--- config.mk ---
export PLATFORM = sky130hd
export DESIGN_NAME = ir_rx_sequencer
export DESIGN_NICKNAME = d
export VERILOG_FILES = /design/src/rtl/ir_rx_sequencer.sv
export SDC_FILE = /design/constraint.sdc
export NUM_CORES = 1
export LEC_CHECK = 0
export CORE_MARGIN = 1.5
export CORE_UTILIZATION = 56
export CTS_CLUSTER_SIZE = 8
export DETAILED_ROUTE_END_ITERATION = 12
export DONT_BUFFER_PORTS = 1
export PLACE_DENSITY = 0.78
export SLEW_MARGIN = 20
export SYNTH_ARGS = -nofsm -noshare
export SYNTH_HDL_FRONTEND = slang
export SYNTH_SLANG_ARGS = --single-unit
--- constraint.sdc ---
create_clock -name clk -period 2.7 [get_ports clk]
set_clock_uncertainty 0.2 [all_clocks]
set_input_delay 0.135 -clock clk [delete_from_list [all_inputs] [get_ports clk]]
set_output_delay 0.135 -clock clk [all_outputs]
set_load 0.005 [all_outputs]
--- src/rtl/ir_rx_sequencer.sv ---
// IR receive sequencer: arms the receiver, waits for a frame with timeout and retry,
// validates NEC address/command inverses and buffers the decoded code for a consumer.
module ir_rx_sequencer #(
   parameter int unsigned TIMEOUT_CYCLES = 2000000,
   parameter int unsigned MAX_RETRY      = 3,
   parameter bit          CHECK_INV      = 1'b1
) (
   input  logic        clk,
   input  logic        reset,
   input  logic        enable,
   output logic        rx_read,
   input  logic        rx_done,
   input  logic        rx_error,
   input  logic [31:0] rx_data,
   output logic        code_valid,
   input  logic        code_ready,
   output logic [7:0]  code_addr,
   output logic [7:0]  code_cmd,
   output logic        overflow,
   output logic        give_up,
   output logic [7:0]  err_count,
   output logic        busy
);

   localparam int TW = (TIMEOUT_CYCLES > 2) ? $clog2(TIMEOUT_CYCLES) : 1;
   localparam int RW = (MAX_RETRY > 1) ? $clog2(MAX_RETRY + 1) : 1;
   localparam logic [TW-1:0] TIMER_LAST = TW'(TIMEOUT_CYCLES - 1);
   localparam logic [RW:0]   RETRY_MAX  = (RW + 1)'(MAX_RETRY);

   typedef enum logic [2:0] {IDLE, ARM, WAIT, CHECK, RETRY} state_t;

   state_t          state;
   logic [TW-1:0]   timer;
   logic [RW-1:0]   retry_cnt;
   logic [31:0]     frame;
   logic            check_ok;
   logic            load_req;
   logic [RW:0]     retry_next;

   assign check_ok   = !CHECK_INV || ((frame[15:8] == ~frame[7:0]) &&
                                      (frame[31:24] == ~frame[23:16]));
   assign load_req   = (state == CHECK) && check_ok;
   assign retry_next = {1'b0, retry_cnt} + 1'b1;
   assign busy       = (state != IDLE);

   // NOTE: all state here uses <= so every branch sees the pre-edge values,
   // independent of statement order inside the block.
   always_ff @(posedge clk or negedge reset) begin
      if (!reset) begin
         state      <= IDLE;
         timer      <= '0;
         retry_cnt  <= '0;
         frame      <= '0;
         rx_read    <= 1'b0;
         give_up    <= 1'b0;
         code_valid <= 1'b0;
         code_addr  <= '0;
         code_cmd   <= '0;
         overflow   <= 1'b0;
         err_count  <= '0;
      end else begin
         rx_read <= 1'b0;
         give_up <= 1'b0;

         // A consumer draining this cycle frees the slot for a same-cycle load.
         if (load_req && (!code_valid || code_ready)) begin
            code_valid <= 1'b1;
            code_addr  <= frame[7:0];
            code_cmd   <= frame[23:16];
         end else begin
            if (code_valid && code_ready) code_valid <= 1'b0;
            if (load_req)                 overflow   <= 1'b1;
         end

         case (state)
            IDLE: begin
               if (enable) begin
                  state   <= ARM;
                  rx_read <= 1'b1;
               end
            end
            ARM: begin
               timer <= '0;
               state <= WAIT;
            end
            WAIT: begin
               timer <= timer + 1'b1;
               if (rx_done) begin
                  frame <= rx_data;
                  state <= CHECK;
               end else if (rx_error || (timer == TIMER_LAST)) begin
                  state <= RETRY;
               end
            end
            CHECK: begin
               if (check_ok) begin
                  retry_cnt <= '0;
                  if (enable) begin
                     state   <= ARM;
                     rx_read <= 1'b1;
                  end else begin
                     state <= IDLE;
                  end
               end else begin
                  state <= RETRY;
               end
            end
            RETRY: begin
               if (err_count != 8'hFF) err_count <= err_count + 8'd1;
               if ((retry_next < RETRY_MAX) && enable) begin
                  retry_cnt <= retry_next[RW-1:0];
                  state     <= ARM;
                  rx_read   <= 1'b1;
               end else begin
                  retry_cnt <= '0;
                  give_up   <= 1'b1;
                  state     <= IDLE;
               end
            end
            default: state <= IDLE;
         endcase
      end
   end

endmodule

==> key figures, run 1 <==
Floorplanning
  • Die height: 86.17 um
  • Die area: 0.007425 sq mm
  • Initial core utilization: 57.33%
  • Die W: 86.17 um
  • Cell Rows: 30
  • Core area: 0.006756 sq mm
  • I/O pin count: 67

Worst setup path
  • WP data arrival: 2.58 ns
  • Flop2flop setup slack: 0.15 ns
  • WP depth: 6
  • Ordered list of cells on the worst path: xnor2_1 -> nor4_1 -> nand4_1 -> nor3_4 -> buf_4 -> mux2_2
  • Slowest-stage cell, CP: nor4_1
  • Critical path capture point type: register
  • CP endpoint: code_cmd[7]$_DFFE_PN0P_
  • CP max stage delay: 0.45 ns
  • CP top delay family: simple AND/OR/NAND/NOR gates
  • R2r worst-path depth: 6
  • Reg2reg end: code_cmd[7]$_DFFE_PN0P_
  • Reg-to-Reg Start: frame[18]$_DFFE_PN0P_
  • Critical Path Fanout Max: 12
  • Setup CP Type: reg2reg
  • Setup crit start: frame[18]$_DFFE_PN0P_
  • Worst path required time: 2.73 ns
  • Critical Path Source Type: register
  • CP bufs+invs: 1

Drt
  • Drt wl/cell: 18.49 um
  • Routed wire length: 8.172 mm
  • DR vias: 2595
  • TritonRoute pass-1 iters: 4
  • Post-route DRC: 0
  • DR vias/cell: 5.871
  • DRT iter0 DRCs: 129
  • Post-DRT Antenna Nets: 0

Placement
  • Cell Area, Placed: 0.003950 sq mm
  • GP Congestion: 0.8168
  • IO Port Bufs: 0
  • Hpwl dp: 5.126 mm
  • Dpl ws: 0.2258 ns

CTS
  • CTS Root Cell: clkbuf_8
  • # resized after CTS: 0
  • H-tree depth: 3
  • Worst skew pair latency: 0.35 ns
  • CTS Buf Count: 9
  • Clock slew at reported path FFs: 0.08 ns
  • Sink Count: 86
  • CTS tree: yes
  • CTS Buffer Depth: 2
  • Hold_buf cts: 37
  • Setup bufs post-CTS: 0

Timing
  • Setup TNS: 0 ns
  • Final worst-path setup slack: 0.1504 ns
  • Post-layout min period: 2.550 ns
  • Rel. slew slack: 65.41%
  • Worst-Margin Slew: 0.5058 ns
  • RSZ-0062 raised after global routing: no
  • Final Hold Viols: 0
  • Final setup violation count: 0
  • Maximum clock rate: 392.2 MHz
  • Max Slew Vio Count: 0
  • Fin crit share: 94.43%

Run status
  • Outcome: completed

Power
  • Peak supply drop: 509.0 uV
  • Power Density: 839.6 mW/mm^2
  • Sw frac: 32.18%
  • Flop pwr share: 51.0%
  • Static leakage: 2.033 nW
  • Net switching power figure: 0.001220 W
  • Internal Pwr Total: 0.002571 W
  • Part of the power in the clock network: 21.0%
  • Gate power share: 28.0%
  • Tot Pwr: 0.003790 W

Global route
  • Largest net degree at the start of global routing: 87
  • Vias in the first global route: 2705
  • First-pass GRT wire length: 13.16 mm
  • Initial antenna violation count: 0
  • GRT Util Overall: 23.32%
  • Grt total ovfl: 0

Logic synthesis
  • Post-synthesis cell type count: 47
  • #FFs+latches synth: 86
  • Post-synth ARST share: 100.0%
  • Cells after synthesis: 315
  • Post-synth EDFFs: 0
  • Synthesized area: 0.003874 sq mm
  • Post-synthesis sequential area ratio: 55.56%
  • Synth top area share: 55.56%
  • Syn nets: 357
  • Synth warn: 0
  • Top post-synthesis cells by area: dfrtp_1 (56%), mux2_2 (14%), xnor2_1 (4.5%)
  • Most used DFF post-synth: dfrtp_1
  • Cell taking the most area after synthesis: dfrtp_1
  • Mean Syn Cell Area: 12.30 sq um

Finish
  • Syn-to-layout area delta: 16.54%
  • Layout cells sized above 1: 22.10%
  • NumNets Final: 399
  • ANT cells: 0
  • Fill cells: 505
  • Finished layout cell area: 0.004514 sq mm

Flow run
  • # Max-Cap Violations: 0

Min path
  • Hold Path Class: in2reg
placed cells by master (no fill, tap or decap), types with 2 or more instances in the layout:
cell,n
xor2_1,4
or3b_2,4
and3_1,10
nand4_1,7
o21ai_0,13
nor2_1,7
a31oi_1,3
clkinv_2,2
nor4_1,5
nor2b_1,2
dlygate4sd3_1,36
xnor2_1,20
or2_2,2
buf_4,6
and2_1,2
dfrtp_1,86
mux2i_1,9
clkinv_4,2
nand3_1,10
mux2_2,48
a21oi_1,3
o22ai_1,3
clkbuf_8,10
nor3_1,3
o31ai_1,3
nor3b_1,2
ha_1,4
nand2_1,34
layout make-up:
type	instances	area, sq um	share of cell area, %
Clock buffer	11	141.4	3.132
Inverter	1	3.754	0.08315
Timing Repair Buffer	43	432.9	9.590
Clock inverter	5	35.03	0.7761
Multi-Input combinational cell	216	1649	36.53
Tap cell	80	100.1	2.217
Sequential cell	86	2152	47.67
synth_stat cells (4+ instances only):
master / instances
nand2_1: 34
mux2_2: 48
nor2_1: 7
nand3_1: 10
mux2i_1: 9
o21ai_0: 13
xnor2_1: 20
ha_1: 4
nand4_1: 7
dfrtp_1: 86
xor2_1: 4
and3_1: 10
clkbuf_1: 4
or3b_2: 4
nor4_1: 5
worst min-delay path by stage:
stage | start | to | depth (start not counted) | slack (ns)
floorplan | reset | code_addr[0]$_DFFE_PN0P_ | 0 | -0.36
global placement | reset | timer[17]$_DFFE_PN0P_ | 0 | -0.36
detailed placement | reset | timer[18]$_DFFE_PN0P_ | 0 | -0.36
CTS | rx_error | state[0]$_DFFE_PN0P_ | 3 | 0.004
global route | rx_error | state[0]$_DFFE_PN0P_ | 3 | 0.02
finish | rx_error | state[0]$_DFFE_PN0P_ | 3 | 0.02
power by group through the flow:
stage	clock network, W	registers, W	logic, W
after floorplan	0	0.00184	0.000864
after global placement	0	0.00192	0.000931
after detailed placement	0	0.00195	0.000967
after CTS	0.000823	0.00193	0.00105
after global routing	0.000868	0.00199	0.00117
final	0.000796	0.00193	0.00106
kinds of logic (layout without fill, tap and decap cells):
group           after synthesis  after routing  share of synthesized area (%)
compound gates               34             34                          5.847
flops                        86             86                          55.56
buf+inv                      13             60                          1.873
fa+ha+maj                     4              4                          1.292
xor+xnor                     24             24                          5.426
simple gates                 96             96                          13.44
mux                          58             58                          16.57
stage by stage:
| step | hold WS (ns) | instances | util, % |
|---|---|---|---|
| global placement | -0.3573 | 389 | 58.46 |
| CTS | 0.004316 | 442 | 66.81 |
| detailed placement | -0.3585 | 389 | 58.46 |
| global route | 0.02396 | 442 | 66.81 |
| floorplan | -0.3606 | 315 | - |
| finish | 0.02343 | 442 | 66.81 |
state kept, by name, indices dropped and copies added, names as in the netlist:
| name | cells |
|---|---|
| code_cmd | 8 |
| frame | 32 |
| code_valid | 1 |
| err_count | 8 |
| overflow | 1 |
| code_addr | 8 |
| timer | 21 |
| state | 3 |
| give_up | 1 |
| rx_read | 1 |
| retry_cnt | 2 |
layer usage:
metal	share of wire (%)	vias up	wire length [um]	track usage [%]
met5	0	-	0	0
met4	1.3	0	104	6.745
li1	-	1207	-	-
met2	51	71	4151	39.23
met3	5.6	11	454	7.333
met1	42	1306	3461	29.23
tightest hold or removal path, stage by stage:
cell and delay, ns:
a2111oi_0 0.05, buf_4 0.15, nor3b_1 0.18
No activity file was read; power rests on OpenSTA's default activity.
==> run 2: changes to the inputs <==
ABC_AREA = 1   (was not set)
==> run 2 against run 1 <==
Net effect:
- first-iteration DRC count rose by 42%
- maximum frequency rose by 3.9%
- die area rose by 7.9%
- largest cell class unchanged
- highest routed layer unchanged
==> key figures, run 2 <==
Run status
  • Outcome: completed

Drt
  • TritonRoute pass-1 iters: 4 (unchanged)
  • Post-DRT Antenna Nets: 0 (unchanged)
  • DRT iter0 DRCs: 183 (+42%)
  • DR vias/cell: 5.302 (-9.7%)
  • Drt wl/cell: 14.23 um (-23%)
  • Post-route DRC: 0 (unchanged)
  • DR vias: 3441 (+33%)
  • Routed wire length: 9.233 mm (+13%)

Worst setup path
  • Critical Path Source Type: register
  • Critical Path Fanout Max: 4 (-8)
  • CP top delay family: simple AND/OR/NAND/NOR gates
  • R2r worst-path depth: 10 (+4)
  • Worst path required time: 2.79 ns (+0.06 ns)
  • Setup CP Type: reg2reg
  • CP max stage delay: 0.55 ns (+0.10 ns)
  • Critical path capture point type: register
  • WP depth: 10 (+4)
  • CP bufs+invs: 2 (+1)
  • Ordered list of cells on the worst path: ha_1 -> nand2_1 -> nor2_1 -> inv_1 -> nor2_1 -> nand3_1 -> nand2_1 -> o21a_1 -> and2_1 -> dlygate4sd3_1
  • Slowest-stage cell, CP: dlygate4sd3_1
  • WP data arrival: 2.54 ns (-0.04 ns)

Finish
  • ANT cells: 0 (unchanged)
  • Most common cell after layout, fill and taps aside: nand2_1
  • Largest register FFs: 32 (unchanged)
  • Most frequent cells in the layout: nand2_1 (146), dfrtp_1 (86), inv_1 (56), nor2_1 (56), dlygate4sd3_1 (38)
  • Top Registers: frame x32, timer x21
  • Layout cells sized above 1: 10.36% (-12 points)
  • Syn-to-layout area delta: 17.05%
  • Register with the most flip-flops: frame
  • NumNets Final: 588 (+47%)

Logic synthesis
  • Post-synthesis cell type count: 39 (-17%)
  • Synth top area share: 51.37% (-4.2 points)
  • Syn nets: 542 (+52%)
  • Synth Area in XOR/XNOR: 1.254% (-4.2 points)
  • Most used DFF post-synth: dfrtp_1
  • Commonest cells in the netlist: nand2_1 (146), dfrtp_1 (86), inv_1 (56), nor2_1 (56), nand3_1 (31)
  • Cell taking the most area after synthesis: dfrtp_1
  • Post-Synth Adder-Cell Area: 1.195% (-0.097 points)
  • Synth warn: 0 (unchanged)
  • Post-synth ARST share: 100.0% (unchanged)
  • Mean Syn Cell Area: 8.378 sq um (-32%)
  • Cells after synthesis: 500 (+59%)
  • Top post-synthesis cells by area: dfrtp_1 (51%), nand2_1 (13%), mux2_2 (5.1%)
  • Simple-gate share of the synthesized area: 27.15% (+14 points)
  • Multiplexer share of the synthesized area: 6.153% (-10 points)
  • Synthesized area: 0.004189 sq mm (+8.1%)
  • Largest family of logic cells by synthesized area: simple AND/OR/NAND/NOR gates
  • Post-synth EDFFs: 0 (unchanged)
  • #FFs+latches synth: 86 (unchanged)
  • Most common cell in the netlist: nand2_1
  • Compound-Gate Fraction of Synth Area: 6.063% (+0.22 points)
  • Post-synthesis sequential area ratio: 51.37% (-4.2 points)

Timing
  • Fin crit share: 90.88% (-3.5 points)
  • Max Slew Vio Count: 0 (unchanged)
  • Worst-Margin Slew: 0.4787 ns (-0.02709 ns)
  • RSZ-0062 raised after global routing: no
  • Maximum clock rate: 407.5 MHz (+3.9%)
  • Post-layout min period: 2.454 ns (-0.09571 ns)
  • Final Hold Viols: 0 (unchanged)
  • Final setup violation count: 0 (unchanged)
  • Setup TNS: 0 ns (unchanged)
  • Worst hold slack: 0.1187 ns (+0.09526 ns)
  • Rel. slew slack: 67.79% (+2.4 points)

Floorplanning
  • I/O pin count: 67 (unchanged)
  • Die height: 89.49 um (+3.9%)
  • Cell Rows: 31 (+3.3%)
  • Die W: 89.49 um (+3.9%)
  • Die area: 0.008008 sq mm (+7.9%)
  • Initial core utilization: 57.75% (+0.42 points)
  • Core area: 0.007253 sq mm (+7.4%)

CTS
  • H-tree depth: 3 (unchanged)
  • Hold_buf cts: 39 (+5.4%)
  • Clock slew at reported path FFs: 0.09 ns (about the same)
  • Sink Count: 86 (unchanged)
  • CTS tree: yes
  • # resized after CTS: 0 (unchanged)
  • CTS Buf Count: 9 (unchanged)
  • Worst skew pair latency: 0.35 ns (about the same)
  • CTS Buffer Depth: 2 (unchanged)
  • Setup bufs post-CTS: 0 (unchanged)
  • CTS Root Cell: clkbuf_8

Power
  • Static leakage: 2.437 nW (+20%)
  • Tot Pwr: 0.004167 W (+9.9%)
  • Peak supply drop: 347.8 uV (-32%)
  • Power Density: 849.8 mW/mm^2 (+1.2%)

Placement
  • IO Port Bufs: 0 (unchanged)
  • Hpwl dp: 6.402 mm (+25%)
  • GP Congestion: 0.8518 (+4.3%)

Global route
  • GRT Util Overall: 24.58% (+1.3 points)
  • Vias in the first global route: 3352 (+24%)
  • First-pass GRT wire length: 14.99 mm (+14%)
  • Grt total ovfl: 0 (unchanged)
  • Initial antenna violation count: 0 (unchanged)
  • Largest net degree at the start of global routing: 87 (unchanged)

Flow run
  • # Max-Cap Violations: 0 (unchanged)

Min path
  • Hold Path Class: in2async
run 2: cell count changes after synthesis, sizes merged, moves of 6 or more:
cell	delta
a21oi	+16
and3	-10
inv	+61
mux2	-27
mux2i	-8
nand2	+115
nand3	+21
nor2	+55
o21ai	+6
xnor2	-18
run 2: cell type report:
cell class                      count  area (sq um)
Inverter                           62         235.2
Fill cell                         567          2350
Clock inverter                      6         86.33
Timing Repair Buffer               42         430.4
Multi-Input combinational cell    345          1752
Clock buffer                        9         123.9
Tap cell                           99         123.9
Sequential cell                    86          2152
run 2: final timing paths:
| path | start | to | slack [ns] |
|---|---|---|---|
| max | timer[0]$_DFFE_PN0P_ | state[2]$_DFFE_PN0P_ | 0.25 |
| min | reset | frame[3]$_DFFE_PN0P_ | 0.12 |
| max reg2reg | timer[0]$_DFFE_PN0P_ | state[2]$_DFFE_PN0P_ | 0.25 |
| min reg2reg | timer[3]$_DFFE_PN0P_ | timer[3]$_DFFE_PN0P_ | 0.30 |
| max in group asynchronous | reset | timer[13]$_DFFE_PN0P_ | 1.81 |
| min in group clk | rx_data[25] | frame[25]$_DFFE_PN0P_ | 0.25 |
run 2: kinds of logic (layout without fill, tap and decap cells):
group                    after synthesis  in the layout
AND/OR/NAND/NOR                      265            265
multiplexers                          23             23
AO/OA/AOI/OAI                         47             47
flip-flops                            86             86
buffers and inverters                 69            119
XOR/XNOR                               6              6
adder cells (fa/ha/maj)                4              4
run 2: routing by layer:
layer  track usage, %  part of all wire [%]
met1            29.98                    43
met3            4.155                   4.5
met5                0                     0
met4            9.091                   1.7
met2            43.68                    50
run 2: per-stage QoR:
step | worst slack (ns) | cell area, sq um | util [%] | instances
3_3_place_gp | 0.6712 | 4285 | 59.08 | 595
4_1_cts | 0.2755 | 4903 | 67.60 | 649
3_5_place_dp | 0.6053 | 4285 | 59.08 | 595
6_report | 0.2462 | 4903 | 67.60 | 649
5_1_grt | 0.08756 | 4903 | 67.60 | 649
2_1_floorplan | 0.9222 | 4189 | - | 500
run 2: power breakdown:
group | total [W] | switching (W) | internal, W
sequential | 0.00191 | 0.000298 | 0.00162
clock | 0.000973 | 0.000457 | 0.000516
combinational | 0.00128 | 0.000759 | 0.000522
